==> src/rtl/find_top2_pkg.sv <==
// find_top2_pkg: shared types and helpers for the find_top2 top-2 scanner.
//   state_t : scanner FSM states (IDLE, SCAN, DONE)
//   clog2   : constant ceiling-log2, used to validate the index width
package find_top2_pkg;

  typedef enum logic [1:0] {
    IDLE = 2'd0,
    SCAN = 2'd1,
    DONE = 2'd2
  } state_t;

  function automatic int unsigned clog2(input int unsigned n);
    int unsigned r;
    r = 0;
    while ((64'd1 << r) < 64'(n)) r++;
    return r;
  endfunction

endpackage

==> src/rtl/find_top2_if.sv <==
// find_top2_if: request/result bundle between the vote counters, the top-2
// scanner and the reporting logic.
//   master : drives i_start, i_clr, i_cnt (and i_thr), observes results
//   slave  : the scanner; receives requests, drives o_* results
// Optional margin signals exist only when FIND_TOP2_MARGIN_EN is defined.
interface find_top2_if #(
  parameter int unsigned NUM   = 18,
  parameter int unsigned W     = 7,
  parameter int unsigned IDX_W = 5
);
  logic               i_start;
  logic               i_clr;
  logic [NUM*W-1:0]   i_cnt;
  logic               o_busy;
  logic               o_done;
  logic               o_valid;
  logic [W-1:0]       o_max;
  logic [IDX_W-1:0]   o_idx;
  logic [W-1:0]       o_sec;
  logic [IDX_W-1:0]   o_sec_idx;
  logic               o_sec_valid;
`ifdef FIND_TOP2_MARGIN_EN
  logic [W-1:0]       i_thr;
  logic [W-1:0]       o_margin;
  logic               o_ambig;
`endif

  modport master (
`ifdef FIND_TOP2_MARGIN_EN
    output i_thr,
    input  o_margin, o_ambig,
`endif
    output i_start, i_clr, i_cnt,
    input  o_busy, o_done, o_valid, o_max, o_idx, o_sec, o_sec_idx, o_sec_valid
  );

  modport slave (
`ifdef FIND_TOP2_MARGIN_EN
    input  i_thr,
    output o_margin, o_ambig,
`endif
    input  i_start, i_clr, i_cnt,
    output o_busy, o_done, o_valid, o_max, o_idx, o_sec, o_sec_idx, o_sec_valid
  );
endinterface

==> src/rtl/top2_update.sv <==
// top2_update: combinational compare step of the top-2 scan.
//   v, ptr              : current entry value and its index
//   max, idx, sec, sec_idx : running results before this entry
//   nxt_*               : running results after this entry
// Strict '>' keeps the lowest index on ties; an equal later entry lands in sec.
module top2_update #(
  parameter int unsigned W     = 7,
  parameter int unsigned IDX_W = 5
) (
  input  logic [W-1:0]     v,
  input  logic [IDX_W-1:0] ptr,
  input  logic [W-1:0]     max,
  input  logic [IDX_W-1:0] idx,
  input  logic [W-1:0]     sec,
  input  logic [IDX_W-1:0] sec_idx,
  output logic [W-1:0]     nxt_max,
  output logic [IDX_W-1:0] nxt_idx,
  output logic [W-1:0]     nxt_sec,
  output logic [IDX_W-1:0] nxt_sec_idx
);
  always_comb begin
    nxt_max     = max;
    nxt_idx     = idx;
    nxt_sec     = sec;
    nxt_sec_idx = sec_idx;
    if (v > max) begin
      nxt_sec     = max;
      nxt_sec_idx = idx;
      nxt_max     = v;
      nxt_idx     = ptr;
    end else if (v > sec) begin
      nxt_sec     = v;
      nxt_sec_idx = ptr;
    end
  end
endmodule

==> src/rtl/find_top2.sv <==
// find_top2: snapshots NUM unsigned counts on a start pulse, scans them one
// per cycle and reports the largest and second-largest entries with indices.
// Ports:
//   clk   : clock, rising edge
//   rst_n : asynchronous active-low reset
//   bus   : find_top2_if.slave (i_start/i_clr/i_cnt in; o_busy, o_done,
//           o_valid, o_max, o_idx, o_sec, o_sec_idx, o_sec_valid out)
// Macro FIND_TOP2_MARGIN_EN adds i_thr, o_margin (= o_max - o_sec, registered)
// and o_ambig (= o_valid & o_margin < i_thr, combinational).
// Latency: start at edge 0, o_done high after edge NUM+1.
module find_top2
  import find_top2_pkg::*;
#(
  parameter int unsigned NUM   = 18,
  parameter int unsigned W     = 7,
  parameter int unsigned IDX_W = 5
) (
  input  logic         clk,
  input  logic         rst_n,
  find_top2_if.slave   bus
);

  if (IDX_W < clog2(NUM)) begin : g_idx_w_check
    $error("find_top2: IDX_W too small for NUM");
  end

  localparam logic [IDX_W-1:0] LAST = IDX_W'(NUM - 1);

  state_t           state;
  logic [W-1:0]     snap [NUM];
  logic [IDX_W-1:0] ptr;

  logic [W-1:0]     w_max, w_sec;
  logic [IDX_W-1:0] w_idx, w_sec_idx;
  logic [W-1:0]     n_max, n_sec;
  logic [IDX_W-1:0] n_idx, n_sec_idx;

  logic [W-1:0]     res_max, res_sec;
  logic [IDX_W-1:0] res_idx, res_sec_idx;
  logic             done_q;
`ifdef FIND_TOP2_MARGIN_EN
  logic [W-1:0]     res_margin;
`endif

  top2_update #(.W(W), .IDX_W(IDX_W)) u_update (
    .v           (snap[ptr]),
    .ptr         (ptr),
    .max         (w_max),
    .idx         (w_idx),
    .sec         (w_sec),
    .sec_idx     (w_sec_idx),
    .nxt_max     (n_max),
    .nxt_idx     (n_idx),
    .nxt_sec     (n_sec),
    .nxt_sec_idx (n_sec_idx)
  );

  always_ff @(posedge clk or negedge rst_n) begin
    if (!rst_n) begin
      state       <= IDLE;
      snap        <= '{default: '0};
      ptr         <= '0;
      w_max       <= '0;
      w_idx       <= '0;
      w_sec       <= '0;
      w_sec_idx   <= '0;
      res_max     <= '0;
      res_idx     <= '0;
      res_sec     <= '0;
      res_sec_idx <= '0;
      done_q      <= 1'b0;
`ifdef FIND_TOP2_MARGIN_EN
      res_margin  <= '0;
`endif
    end else begin
      done_q <= 1'b0;
      unique case (state)
        IDLE: begin
          // clr takes priority over a simultaneous start
          if (bus.i_clr) begin
            w_max       <= '0;
            w_idx       <= '0;
            w_sec       <= '0;
            w_sec_idx   <= '0;
            res_max     <= '0;
            res_idx     <= '0;
            res_sec     <= '0;
            res_sec_idx <= '0;
`ifdef FIND_TOP2_MARGIN_EN
            res_margin  <= '0;
`endif
          end else if (bus.i_start) begin
            for (int unsigned k = 0; k < NUM; k++) begin
              snap[k] <= bus.i_cnt[k*W +: W];
            end
            w_max     <= '0;
            w_idx     <= '0;
            w_sec     <= '0;
            w_sec_idx <= '0;
            ptr       <= '0;
            state     <= SCAN;
          end
        end
        SCAN: begin
          if (bus.i_clr) begin
            w_max       <= '0;
            w_idx       <= '0;
            w_sec       <= '0;
            w_sec_idx   <= '0;
            res_max     <= '0;
            res_idx     <= '0;
            res_sec     <= '0;
            res_sec_idx <= '0;
`ifdef FIND_TOP2_MARGIN_EN
            res_margin  <= '0;
`endif
            ptr         <= '0;
            state       <= IDLE;
          end else begin
            w_max     <= n_max;
            w_idx     <= n_idx;
            w_sec     <= n_sec;
            w_sec_idx <= n_sec_idx;
            if (ptr == LAST) begin
              ptr   <= '0;
              state <= DONE;
            end else begin
              ptr <= ptr + 1'b1;
            end
          end
        end
        DONE: begin
          res_max     <= w_max;
          res_idx     <= w_idx;
          res_sec     <= w_sec;
          res_sec_idx <= w_sec_idx;
`ifdef FIND_TOP2_MARGIN_EN
          res_margin  <= w_max - w_sec;
`endif
          done_q      <= 1'b1;
          state       <= IDLE;
        end
        default: state <= IDLE;
      endcase
    end
  end

  assign bus.o_busy      = (state != IDLE);
  assign bus.o_done      = done_q;
  assign bus.o_max       = res_max;
  assign bus.o_idx       = res_idx;
  assign bus.o_sec       = res_sec;
  assign bus.o_sec_idx   = res_sec_idx;
  assign bus.o_valid     = (res_max != '0);
  assign bus.o_sec_valid = (res_sec != '0);
`ifdef FIND_TOP2_MARGIN_EN
  assign bus.o_margin    = res_margin;
  assign bus.o_ambig     = (res_max != '0) && (res_margin < bus.i_thr);
`endif

endmodule

==> src/flat_wrapper.sv <==
// flat-port wrapper written by rule: the top's interface ports become plain ports
module find_top2_flat import find_top2_pkg::*;
#(
  parameter int unsigned NUM   = 18,
  parameter int unsigned W     = 7,
  parameter int unsigned IDX_W = 5
)
  (clk, rst_n, bus_i_start, bus_i_clr, bus_i_cnt, bus_o_busy, bus_o_done, bus_o_valid, bus_o_max, bus_o_idx, bus_o_sec, bus_o_sec_idx, bus_o_sec_valid);
  find_top2_if #(.NUM(NUM), .W(W), .IDX_W(IDX_W)) bus_i ();
  input  logic clk;
  input  logic rst_n;
  input wire logic [$bits(bus_i.i_start)-1:0] bus_i_start;
  input wire logic [$bits(bus_i.i_clr)-1:0] bus_i_clr;
  input wire logic [$bits(bus_i.i_cnt)-1:0] bus_i_cnt;
  output wire logic [$bits(bus_i.o_busy)-1:0] bus_o_busy;
  output wire logic [$bits(bus_i.o_done)-1:0] bus_o_done;
  output wire logic [$bits(bus_i.o_valid)-1:0] bus_o_valid;
  output wire logic [$bits(bus_i.o_max)-1:0] bus_o_max;
  output wire logic [$bits(bus_i.o_idx)-1:0] bus_o_idx;
  output wire logic [$bits(bus_i.o_sec)-1:0] bus_o_sec;
  output wire logic [$bits(bus_i.o_sec_idx)-1:0] bus_o_sec_idx;
  output wire logic [$bits(bus_i.o_sec_valid)-1:0] bus_o_sec_valid;
  assign bus_i.i_start = bus_i_start;
  assign bus_i.i_clr = bus_i_clr;
  assign bus_i.i_cnt = bus_i_cnt;
  assign bus_o_busy = bus_i.o_busy;
  assign bus_o_done = bus_i.o_done;
  assign bus_o_valid = bus_i.o_valid;
  assign bus_o_max = bus_i.o_max;
  assign bus_o_idx = bus_i.o_idx;
  assign bus_o_sec = bus_i.o_sec;
  assign bus_o_sec_idx = bus_i.o_sec_idx;
  assign bus_o_sec_valid = bus_i.o_sec_valid;
  find_top2 #(.NUM(NUM), .W(W), .IDX_W(IDX_W)) u_core (.clk(clk), .rst_n(rst_n), .bus(bus_i));
endmodule
==> config.mk <==
export PLATFORM = sky130hd
export DESIGN_NAME = find_top2_flat
export DESIGN_NICKNAME = d
export VERILOG_FILES = /design/src/rtl/find_top2_pkg.sv /design/src/rtl/find_top2_if.sv /design/src/rtl/top2_update.sv /design/src/rtl/find_top2.sv /design/src/flat_wrapper.sv
export SDC_FILE = /design/constraint.sdc
export NUM_CORES = 1
export LEC_CHECK = 0
export BUFFER_PORTS_ARGS = -buffer_cell sky130_fd_sc_hd__buf_2
export CAP_MARGIN = 20
export CORE_MARGIN = 8
export CORE_UTILIZATION = 45
export CTS_CLUSTER_SIZE = 30
export DETAILED_ROUTE_END_ITERATION = 10
export GPL_TIMING_DRIVEN = 0
export PLACE_DENSITY = 0.71
export REMOVE_ABC_BUFFERS = 1
export SLEW_MARGIN = 20
export SYNTH_ARGS = -nofsm -noshare
export SYNTH_HDL_FRONTEND = slang
export SYNTH_SLANG_ARGS = --single-unit
==> constraint.sdc <==
create_clock -name clk -period 3.38 [get_ports clk]
set_input_delay 0.169 -clock clk [delete_from_list [all_inputs] [get_ports clk]]
set_output_delay 0.169 -clock clk [all_outputs]
set_load 0.1 [all_outputs]
==> results_dict.tcl, run 1 <==
set metrics [dict create \
    gr-max-usage-layer "met2" \
    number_of_placed_instances_with_taps_included 1030 \
    mappedNetlistArea_sq_mm 0.00862 \
    worstHoldPathCells 2 \
    pwr_density_cell_mw_per_mm2 551 \
    layout-drive-gt1-share 0.417 \
    placement.cell_area_sq_mm 0.00968 \
    clock-skew-final_ns 0.0104 \
    grt_setup_unrepaired "true" \
    grt_max_degree 98 \
    postSynthRegisterBits 182 \
    grt-ovfl-total 0 \
    drt-wirelength-per-cell_microns 20.3 \
    pre_cts_slack_ns -1.25 \
    yosys_warnings 0 \
    report.final.slew_viol_count 0 \
    slowest_stage "or4b_4" \
    synth_enable_flop_cells 0 \
    clkSlewWorstSetupHoldPaths_ns 0.07 \
    port_buffers 157 \
    groute.layer.met2.usage 0.337 \
    cap_violations 0 \
    gr-usage-met3 0.0424 \
    placement_rows 50 \
    cp.arrival_ns 3.69 \
    final_worst_setup_slack_ns 0.0156 \
    totalWireLength_microns 24800 \
    remaining_design_rule_violation_count 0 \
    detailedRoute.firstIterationViolations 441 \
    most-common-layout-cells "179 x dfrtp_1, 156 x buf_2, 128 x mux2_2" \
    irDropWorstVdd_v 0.000419 \
    fmax_mhz 297 \
    power.leakage_nw 5.39 \
    finish.cell_count_without_fillers 1223 \
    antenna_found_initial 1 \
    finalCriticalPeriod_ns 3.36 \
    drt.antenna.violating_nets 0 \
    crit_required_ns 3.70 \
    cts_root_buffer "clkbuf_16" \
    crit_path_cell_trace "buf_6 -> or4b_4 -> buf_4 -> o211ai_4 -> buf_4 -> ha_1 -> and4_1 -> o21a_1 -> o311ai_4 -> o21ai_4 -> buf_12 -> mux2_4" \
    cts_made_buffers 17 \
    insertion_delay_ns 0.43 \
    area_growth_syn_to_layout_pct 40.8 \
    gp_congestion 0.834 \
    global_route.usage.met1 0.253 \
    fin_hold_ws_ns 0.0183 \
    total_negative_slack_for_setup_checks_ns 0 \
    via_count_of_the_first_global_routing_pass 6976 \
    p_total_mw 6.68 \
    critical_path.reg2reg.endpoint "u_core.w_sec_idx[3]" \
    report.final.setup_viol 0 \
    nNetsFinal 1121 \
    design.die.area_sq_mm 0.0238 \
    final_hold_viol_count 0 \
    synth_area_leader_cell "dfrtp_1" \
    first_pass_iters 6 \
    synth_top_cells_by_area "dfrtp_1 53%, mux2_2 17%, mux2i_1 8.0%, a22o_1 2.4%, ha_1 2.3%" \
    die_h_microns 154 \
    vias 6738 \
    post_drt_via_cell_ratio 5.51 \
    tightestPinTransition_ns 0.892 \
    yosys_most_used_dff "dfrtp_1" \
    maxSlewHeadroom 0.403 \
    endpoint_kind "flop" \
    critical_path.startpoint_type "flop" \
    postSynthCellCount 677 \
    r2r_setup_slack_ns 0.02 \
    criticalPathCategory "reg2reg" \
    critical_path.most_common_cell "buf_4" \
    grt.total_usage 0.203 \
    mostFrequentLayoutCell "dfrtp_1" \
    postSynth.asyncResetShare 1.00 \
    clock_tree_from_tritoncts "done" \
    dp_hpwl_microns 14500 \
    crit_path_max_fanout 7 \
    floorplan.initialDensity 0.459 \
    synth.distinct_cells 44 \
    grt_first_pass_wirelength_microns 37900 \
    r2r_cells 12 \
    chipWidth_microns 154 \
    htree_num_levels 4 \
    min-delay-path-class "in2reg" \
    postSynthAreaPerCell_sq_um 12.7 \
    post-route-cell-area_sq_mm 0.0121 \
    holdCritStartpoint "bus_i_cnt[124]" \
    run_status "finished clean" \
    final_core_util 0.647 \
    io_pins 158 \
    crit_path_max_incr_delay_ns 0.60 \
    worst_hold_path.endpoint "u_core.snap[5]" \
    post-synth-top-area-fraction 0.528 \
    rr_startpoint "u_core.ptr[1]" \
    floorplan.core_area_sq_mm 0.0188 \
    fin_crit_sh 0.995 \
    cts.path.max_buffers 2 \
    synth.yosys.seq_area_share 0.528 \
    number_of_sinks_on_the_clock_net 182 \
]
[flip-flops by register name, summed over array words and instances, names as in the netlist]
name / flops
u_core.bus.o_sec: 7
u_core.ptr: 5
u_core.w_sec: 7
u_core.bus.o_sec_idx: 5
u_core.w_idx: 5
u_core.bus.o_max: 7
u_core.bus.o_done: 1
u_core.w_sec_idx: 5
u_core.w_max: 7
u_core.bus.o_idx: 5
u_core.snap: 126
u_core.state: 2
[metal layers]
layer	vias to the layer above	share of wire	wire, microns
met1	3336	0.42	10300
met3	54	0.057	1400
met4	0	0.031	773
met2	259	0.50	12300
met5	-	0	0
li1	3089	-	-
[synth_stat cells (all sizes together) (3+ instances only)]
cell / instances
mux2: 132
nor3: 3
a31oi: 11
clkbuf: 18
a22o: 24
dfrtp: 182
a21oi: 13
buf: 29
o21ai: 47
nand2: 23
mux2i: 69
inv: 17
nand3: 9
nand4: 5
a22oi: 26
nor2b: 8
nor2: 14
o31ai: 5
ha: 16
a21o: 3
nand2b: 4
and2: 4
[area by class of cell]
| class | count | area, sq um |
|---|---|---|
| inverter | 17 | 63.8 |
| multi-input combinational | 431 | 4030 |
| clock inverter | 13 | 139 |
| antenna | 1 | 2.50 |
| fill | 1338 | 6630 |
| clock buffer | 19 | 433 |
| tap | 234 | 293 |
| timing repair buffer | 326 | 2610 |
| sequential | 182 | 4570 |
[critical path, delay by kind of cell (launching register included)]
family | cells | cell delay, ns
AO/OA/AOI/OAI | 4 | 0.77
adder cells (fa/ha/maj) | 1 | 0.22
buffers and inverters | 4 | 0.67
flip-flops | 1 | 0.52
multiplexers | 1 | 0.29
AND/OR/NAND/NOR | 2 | 0.80
[where the power goes]
group	switching, mW	internal, mW
Clock	0.905	1.04
Combinational	0.927	1.04
Sequential	0.226	2.54
[worst max-delay path by stage]
stage / endpoint / cells past startpoint / from
after floorplan: u_core.snap[0] / 3 / u_core.state[1]
after global placement: u_core.snap[70] / 3 / u_core.state[1]
after detailed placement: u_core.w_sec_idx[4] / 10 / u_core.ptr[0]
after CTS: u_core.w_sec_idx[3] / 13 / u_core.ptr[1]
after global routing: u_core.w_sec_idx[1] / 12 / u_core.ptr[1]
final: u_core.w_sec_idx[3] / 12 / u_core.ptr[1]
[cell families after synthesis]
group                    after synthesis  synth area share
buffers and inverters                 64            0.0356
flip-flops                           182             0.528
AND/OR/NAND/NOR                       78            0.0472
adder cells (fa/ha/maj)               16            0.0232
multiplexers                         201             0.254
AO/OA/AOI/OAI                        136             0.111
[repair_timing]
| action | in CTS | in global routing |
|---|---|---|
| buffers inserted | 12 | 20 |
| endpoints found under the hold margin | 210 | 0 |
| endpoints found under the setup margin | 24 | 24 |
| gates resized for setup | 18 | 34 |
| gates cloned | 1 | 1 |
| pin swaps | 6 | 17 |
| hold buffers | 126 | 0 |
Power figures use the tool's default switching activity.
==> run 2: changes to the inputs <==
--- a/config.mk
+++ b/config.mk
@@ -8,11 +8,10 @@
 export BUFFER_PORTS_ARGS = -buffer_cell sky130_fd_sc_hd__buf_2
 export CAP_MARGIN = 20
 export CORE_MARGIN = 8
-export CORE_UTILIZATION = 45
+export CORE_UTILIZATION = 40
 export CTS_CLUSTER_SIZE = 30
 export DETAILED_ROUTE_END_ITERATION = 10
-export GPL_TIMING_DRIVEN = 0
-export PLACE_DENSITY = 0.71
+export PLACE_DENSITY = 0.65
 export REMOVE_ABC_BUFFERS = 1
 export SLEW_MARGIN = 20
 export SYNTH_ARGS = -nofsm -noshare
==> run 2 against run 1 <==
Against the previous run: register-to-register slack improved by 0.19 ns; fmax grew 6.2%; count of clock-buffer cells in the layout is the same; combinational power down 14%; utilization fell by 8.9 points; worst setup slack better by 0.19 ns; die area up 11%; non-clock buffer count fell by 12; sequential share of layout area up 1.1 points; sequential power about the same; flip-flop and latch count is the same; wire length is 2.8% lower; critical path type unchanged; largest power group unchanged; highest routed layer unchanged.
==> results_dict.tcl, run 2 (same netlist as run 1, synthesis figures left out) <==
set metrics [dict create \
    via_count_of_the_first_global_routing_pass 7103 \
    mostFrequentLayoutCell "dfrtp_1" \
    finalCriticalPeriod_ns 3.17 \
    criticalPathCategory "reg2reg" \
    port_buffers 157 \
    most-common-layout-cells "180 x dfrtp_1, 156 x buf_2, 128 x mux2_2" \
    htree_num_levels 4 \
    crit_required_ns 3.69 \
    registers.top_by_ff_count "u_core.snap" \
    report.final.slew_viol_count 0 \
    holdCritStartpoint "bus_i_clr" \
    grt-ovfl-total 0 \
    design.die.area_sq_mm 0.0265 \
    min-delay-path-class "in2reg" \
    cts.path.max_buffers 2 \
    pwr_density_cell_mw_per_mm2 555 \
    antenna_found_initial 2 \
    placement_rows 53 \
    totalWireLength_microns 24100 \
    cp.arrival_ns 3.48 \
    cap_violations 0 \
    cts_made_buffers 17 \
    grt_first_pass_wirelength_microns 38300 \
    clock-skew-final_ns 0.0147 \
    clkSlewWorstSetupHoldPaths_ns 0.07 \
    crit_path_cell_trace "buf_4 -> nor2_1 -> a31oi_1 -> o21ai_2 -> ha_1 -> a21o_1 -> a221oi_2 -> nand2_2 -> a21oi_4 -> o21ai_4 -> buf_4 -> mux2i_1" \
    number_of_sinks_on_the_clock_net 182 \
    tightestPinTransition_ns 0.849 \
    maxSlewHeadroom 0.434 \
    post-route-cell-area_sq_mm 0.0118 \
    max_ffs_per_register 126 \
    floorplan.core_area_sq_mm 0.0211 \
    io_pins 158 \
    floorplan.initialDensity 0.409 \
    cp.buffers_inverters 2 \
    total_negative_slack_for_setup_checks_ns 0 \
    grt_max_degree 106 \
    fmax_mhz 316 \
    fillerInstances 1733 \
    report.final.setup_viol 0 \
    area_growth_syn_to_layout_pct 36.5 \
    clock_tree_from_tritoncts "done" \
    critical_path.startpoint "u_core.ptr[3]" \
    gp_congestion 0.878 \
    p_total_mw 6.53 \
    rr_startpoint "u_core.ptr[3]" \
    number_of_placed_instances_with_taps_included 1091 \
    post_drt_via_cell_ratio 5.25 \
    run_status "finished clean" \
    nNetsFinal 1109 \
    final_hold_viol_count 0 \
    die_h_microns 163 \
    detailedRoute.firstIterationViolations 315 \
    chipWidth_microns 163 \
    first_pass_iters 6 \
    drt-wirelength-per-cell_microns 19.2 \
    irDropWorstVdd_v 0.000353 \
    drt.antenna.violating_nets 0 \
    slowest_stage "nor2_1" \
    insertion_delay_ns 0.44 \
    final_core_util 0.558 \
    remaining_design_rule_violation_count 0 \
    critical_path.startpoint_type "flop" \
    vias 6586 \
    power.leakage_nw 5.24 \
    crit_path_max_incr_delay_ns 0.52 \
    timing.critical_path.max_delay_family "compound AO/OA/AOI/OAI gates" \
    fin_crit_sh 0.938 \
    crit_path_max_fanout 8 \
    grt.total_usage 0.185 \
    layout-drive-gt1-share 0.388 \
    placement.cell_area_sq_mm 0.00982 \
    endpoint_kind "flop" \
    dp_hpwl_microns 15900 \
    critical_path.most_common_cell "buf_4" \
    cts_root_buffer "clkbuf_16" \
    finish.cell_count_without_fillers 1254 \
]
[run 2: cell count changes in the layout (fill, tap and decap cells not counted), sizes merged, moves of 2 or more]
cell and change:
buf -11, clkinv -5, clkinvlp +3, diode +2
[run 2: layer usage]
| layer | track usage | wire length (microns) | vias up |
|---|---|---|---|
| li1 | - | - | 3062 |
| met1 | 0.232 | 10400 | 3263 |
| met2 | 0.298 | 11700 | 214 |
| met3 | 0.0379 | 1210 | 47 |
| met4 | 0.0909 | 722 | 0 |
| met5 | 0 | 0 | - |
[run 2: final cells by class]
type | count | area, sq um | share of cell area
multi-input cells | 431 | 3820 | 0.324
well taps | 275 | 344 | 0.0292
clock buffers | 19 | 453 | 0.0385
clock inverters | 13 | 159 | 0.0135
inverters | 17 | 63.8 | 0.00542
diodes | 3 | 7.51 | 0.000638
repair buffers | 314 | 2360 | 0.201
flip-flops and latches | 182 | 4560 | 0.387
[run 2: what timing repair did]
item | 4_1_cts | 5_1_grt
hold buffers | 127 | 0
hold endpoints to repair | 213 | 0
setup endpoints to repair | 15 | 24
pin swaps | 0 | 1
setup buffers | 0 | 1
resized for setup | 3 | 8
[run 2: power breakdown]
group	total, mW	switching [mW]	internal [mW]
combinational	1.69	0.818	0.877
clock	2.07	0.915	1.15
sequential	2.76	0.224	2.54
[run 2: through the flow]
step	setup slack, ns	hold slack, ns
2_1_floorplan	-3.99	-0.127
3_3_place_gp	-0.00750	0.314
3_5_place_dp	-0.0319	0.306
4_1_cts	0.0220	0.340
5_1_grt	-0.00413	0.381
6_report	0.211	0.364
[run 2: path summary, 6_finish.rpt]
kind | to | slack (ns) | depth (start not counted)
max in group asynchronous | u_core.snap[0] | 2.08 | 3
min reg2reg | u_core.bus.o_sec_idx[0] | 0.49 | 1
max reg2reg | u_core.w_sec[5] | 0.21 | 12
min in group asynchronous | u_core.bus.o_idx[1] | 0.39 | 2
min | u_core.bus.o_sec[5] | 0.36 | 4
max | u_core.w_sec[5] | 0.21 | 12
[run 2: worst min-delay path, cell delays in order]
cell	delay, ns
buf_2	0.11
a21oi_1	0.07
buf_4	0.21
a22o_1	0.19
==> run 3: changes to the inputs <==
--- a/config.mk
+++ b/config.mk
@@ -12,6 +12,7 @@
 export CTS_CLUSTER_SIZE = 30
 export DETAILED_ROUTE_END_ITERATION = 10
 export PLACE_DENSITY = 0.65
+export RECOVER_POWER = 25
 export REMOVE_ABC_BUFFERS = 1
 export SLEW_MARGIN = 20
 export SYNTH_ARGS = -nofsm -noshare
==> run 3 against run 2 <==
Against the previous run: the flow now finishes with violations (max-capacitance violations, max-slew violations); cell area is 0.19% lower; critical path depth grew 1; global-route usage unchanged; die area is the same; critical path type unchanged; sequential power barely moved; total power down 0.16%.
==> results_dict.tcl, run 3 (same netlist as run 1, synthesis figures left out) <==
set metrics [dict create \
    run_status "finished, violations left" \
    violations "max-capacitance violations, max-slew violations" \
    remaining_design_rule_violation_count 0 \
    slowest_stage "dfrtp_2" \
    number_of_sinks_on_the_clock_net 182 \
    grt.total_usage 0.185 \
    fmax_mhz 316 \
    grt-ovfl-total 0 \
    number_of_placed_instances_with_taps_included 1091 \
    insertion_delay_ns 0.44 \
    final_core_util 0.557 \
    tightestPinTransition_ns 2.24 \
    registers.top_by_ff_count "u_core.snap" \
    design.die.area_sq_mm 0.0265 \
    clkSlewWorstSetupHoldPaths_ns 0.07 \
    criticalPathCategory "reg2reg" \
    antenna_found_initial 2 \
    htree_num_levels 4 \
    post_drt_via_cell_ratio 5.25 \
    timing.critical_path.max_delay_family "compound AO/OA/AOI/OAI gates" \
    grt_max_degree 106 \
    finish.cell_count_without_fillers 1254 \
    cts_root_buffer "clkbuf_16" \
    pwr_density_cell_mw_per_mm2 555 \
    rr_startpoint "u_core.ptr[1]" \
    max_ffs_per_register 126 \
    floorplan.core_area_sq_mm 0.0211 \
    cap_violations 1 \
    mostFrequentLayoutCell "dfrtp_1" \
    endpoint_kind "flop" \
    crit_path_max_fanout 19 \
    r2r_setup_slack_ns 0.22 \
    placement_rows 53 \
    grt_first_pass_wirelength_microns 38300 \
    chipWidth_microns 163 \
    crit_path_cell_trace "buf_12 -> mux2i_1 -> a22oi_1 -> a31oi_2 -> o21ai_2 -> ha_1 -> nor2b_1 -> o21a_1 -> o21a_1 -> o311ai_4 -> o21ai_4 -> buf_4 -> mux2i_1" \
    detailedRoute.firstIterationViolations 346 \
    totalWireLength_microns 24000 \
    critical_path.startpoint_type "flop" \
    via_count_of_the_first_global_routing_pass 7103 \
    finalCriticalPeriod_ns 3.16 \
    min-delay-path-class "in2reg" \
    layout-drive-gt1-share 0.387 \
    gp_congestion 0.878 \
    cts_made_buffers 17 \
    irDropWorstVdd_v 0.000354 \
    final_hold_viol_count 0 \
    first_pass_iters 6 \
    path_depth 13 \
    die_h_microns 163 \
    drt-wirelength-per-cell_microns 19.2 \
    floorplan.initialDensity 0.409 \
    fin_crit_sh 0.935 \
    critical_path.reg2reg.endpoint "u_core.w_sec[5]" \
    cp.buffers_inverters 2 \
    cts.path.max_buffers 2 \
    report.final.setup_viol 0 \
    report.final.slew_viol_count 91 \
    maxSlewHeadroom -0.495 \
    crit_required_ns 3.69 \
    worst_hold_path.endpoint "u_core.bus.o_sec[5]" \
    clock_tree_from_tritoncts "done" \
    io_pins 158 \
    clock-skew-final_ns 0.0139 \
    drt.antenna.violating_nets 0 \
    power.leakage_nw 5.23 \
    crit_path_max_incr_delay_ns 0.44 \
    vias 6583 \
    area_growth_syn_to_layout_pct 36.2 \
    cp.arrival_ns 3.47 \
    holdCritStartpoint "bus_i_clr" \
    port_buffers 157 \
    worstHoldPathCells 4 \
    dp_hpwl_microns 15900 \
    most-common-layout-cells "180 x dfrtp_1, 156 x buf_2, 128 x mux2_2" \
    r2r_cells 13 \
    nNetsFinal 1109 \
]
run 3: cell count changes in the layout (fill, tap and decap cells not counted):
cell,before,now
buf_6,1,0
clkbuf_1,0,1
buf_4,24,23
clkbuf_2,0,1
clkbuf_4,0,1
buf_12,6,5
run 3: what timing repair did:
action	4_1_cts	5_1_grt
pin swaps	0	1
setup endpoints to repair	15	24
hold buffers	127	0
gates resized for setup	3	8
endpoints found under the hold margin	213	0
gates cloned	0	0
buffers inserted	0	1
run 3: through the flow:
stage	area, sq um	setup TNS [ns]	total power [mW]	hold slack [ns]	setup WS [ns]
final	11700	0	6.52	0.361	0.218
after global routing	11700	-0.00763	6.84	0.381	-0.00413
after CTS	11700	0	6.53	0.340	0.0220
after detailed placement	9820	-0.192	4.33	0.306	-0.0319
after global placement	9820	-0.0150	4.29	0.314	-0.00750
after floorplan	8380	-523.20	3.80	-0.127	-3.99
run 3: cell type report:
type	count	area, sq um
clock buffer	19	453
sequential	182	4560
tap	275	344
fill	1736	9350
timing repair buffer	314	2340
antenna	3	7.51
multi-input combinational	431	3820
inverter	17	63.8
clock inverter	13	159
run 3: layer usage:
metal / wire length, microns / share of wire / track usage
met4: 708 / 0.029 / 0.0909
met2: 11800 / 0.49 / 0.298
met1: 10400 / 0.43 / 0.232
met5: 0 / 0 / 0
met3: 1150 / 0.048 / 0.0379
run 3: worst max-delay path by stage:
stage	start	to	slack, ns
global route	u_core.ptr[2]	u_core.w_sec[2]	-0.004
global placement	u_core.ptr[2]	u_core.w_sec[6]	-0.008
CTS	u_core.ptr[2]	u_core.w_sec[5]	0.02
finish	u_core.ptr[1]	u_core.w_sec[5]	0.22
floorplan	u_core.state[1]	u_core.snap[0]	-3.99
detailed placement	u_core.ptr[2]	u_core.w_sec[6]	-0.03
run 3: worst min-delay path: cells and delay by family:
kind / cells / cell delay (ns)
AO/OA/AOI/OAI: 2 / 0.26
buffers and inverters: 2 / 0.32
run 3: where the power goes:
group          switching [mW]  internal [mW]  leakage, nW  total, mW
Clock                   0.910           1.15        0.289       2.06
Sequential              0.222           2.54         2.26       2.76
Combinational           0.817          0.874         2.69       1.69
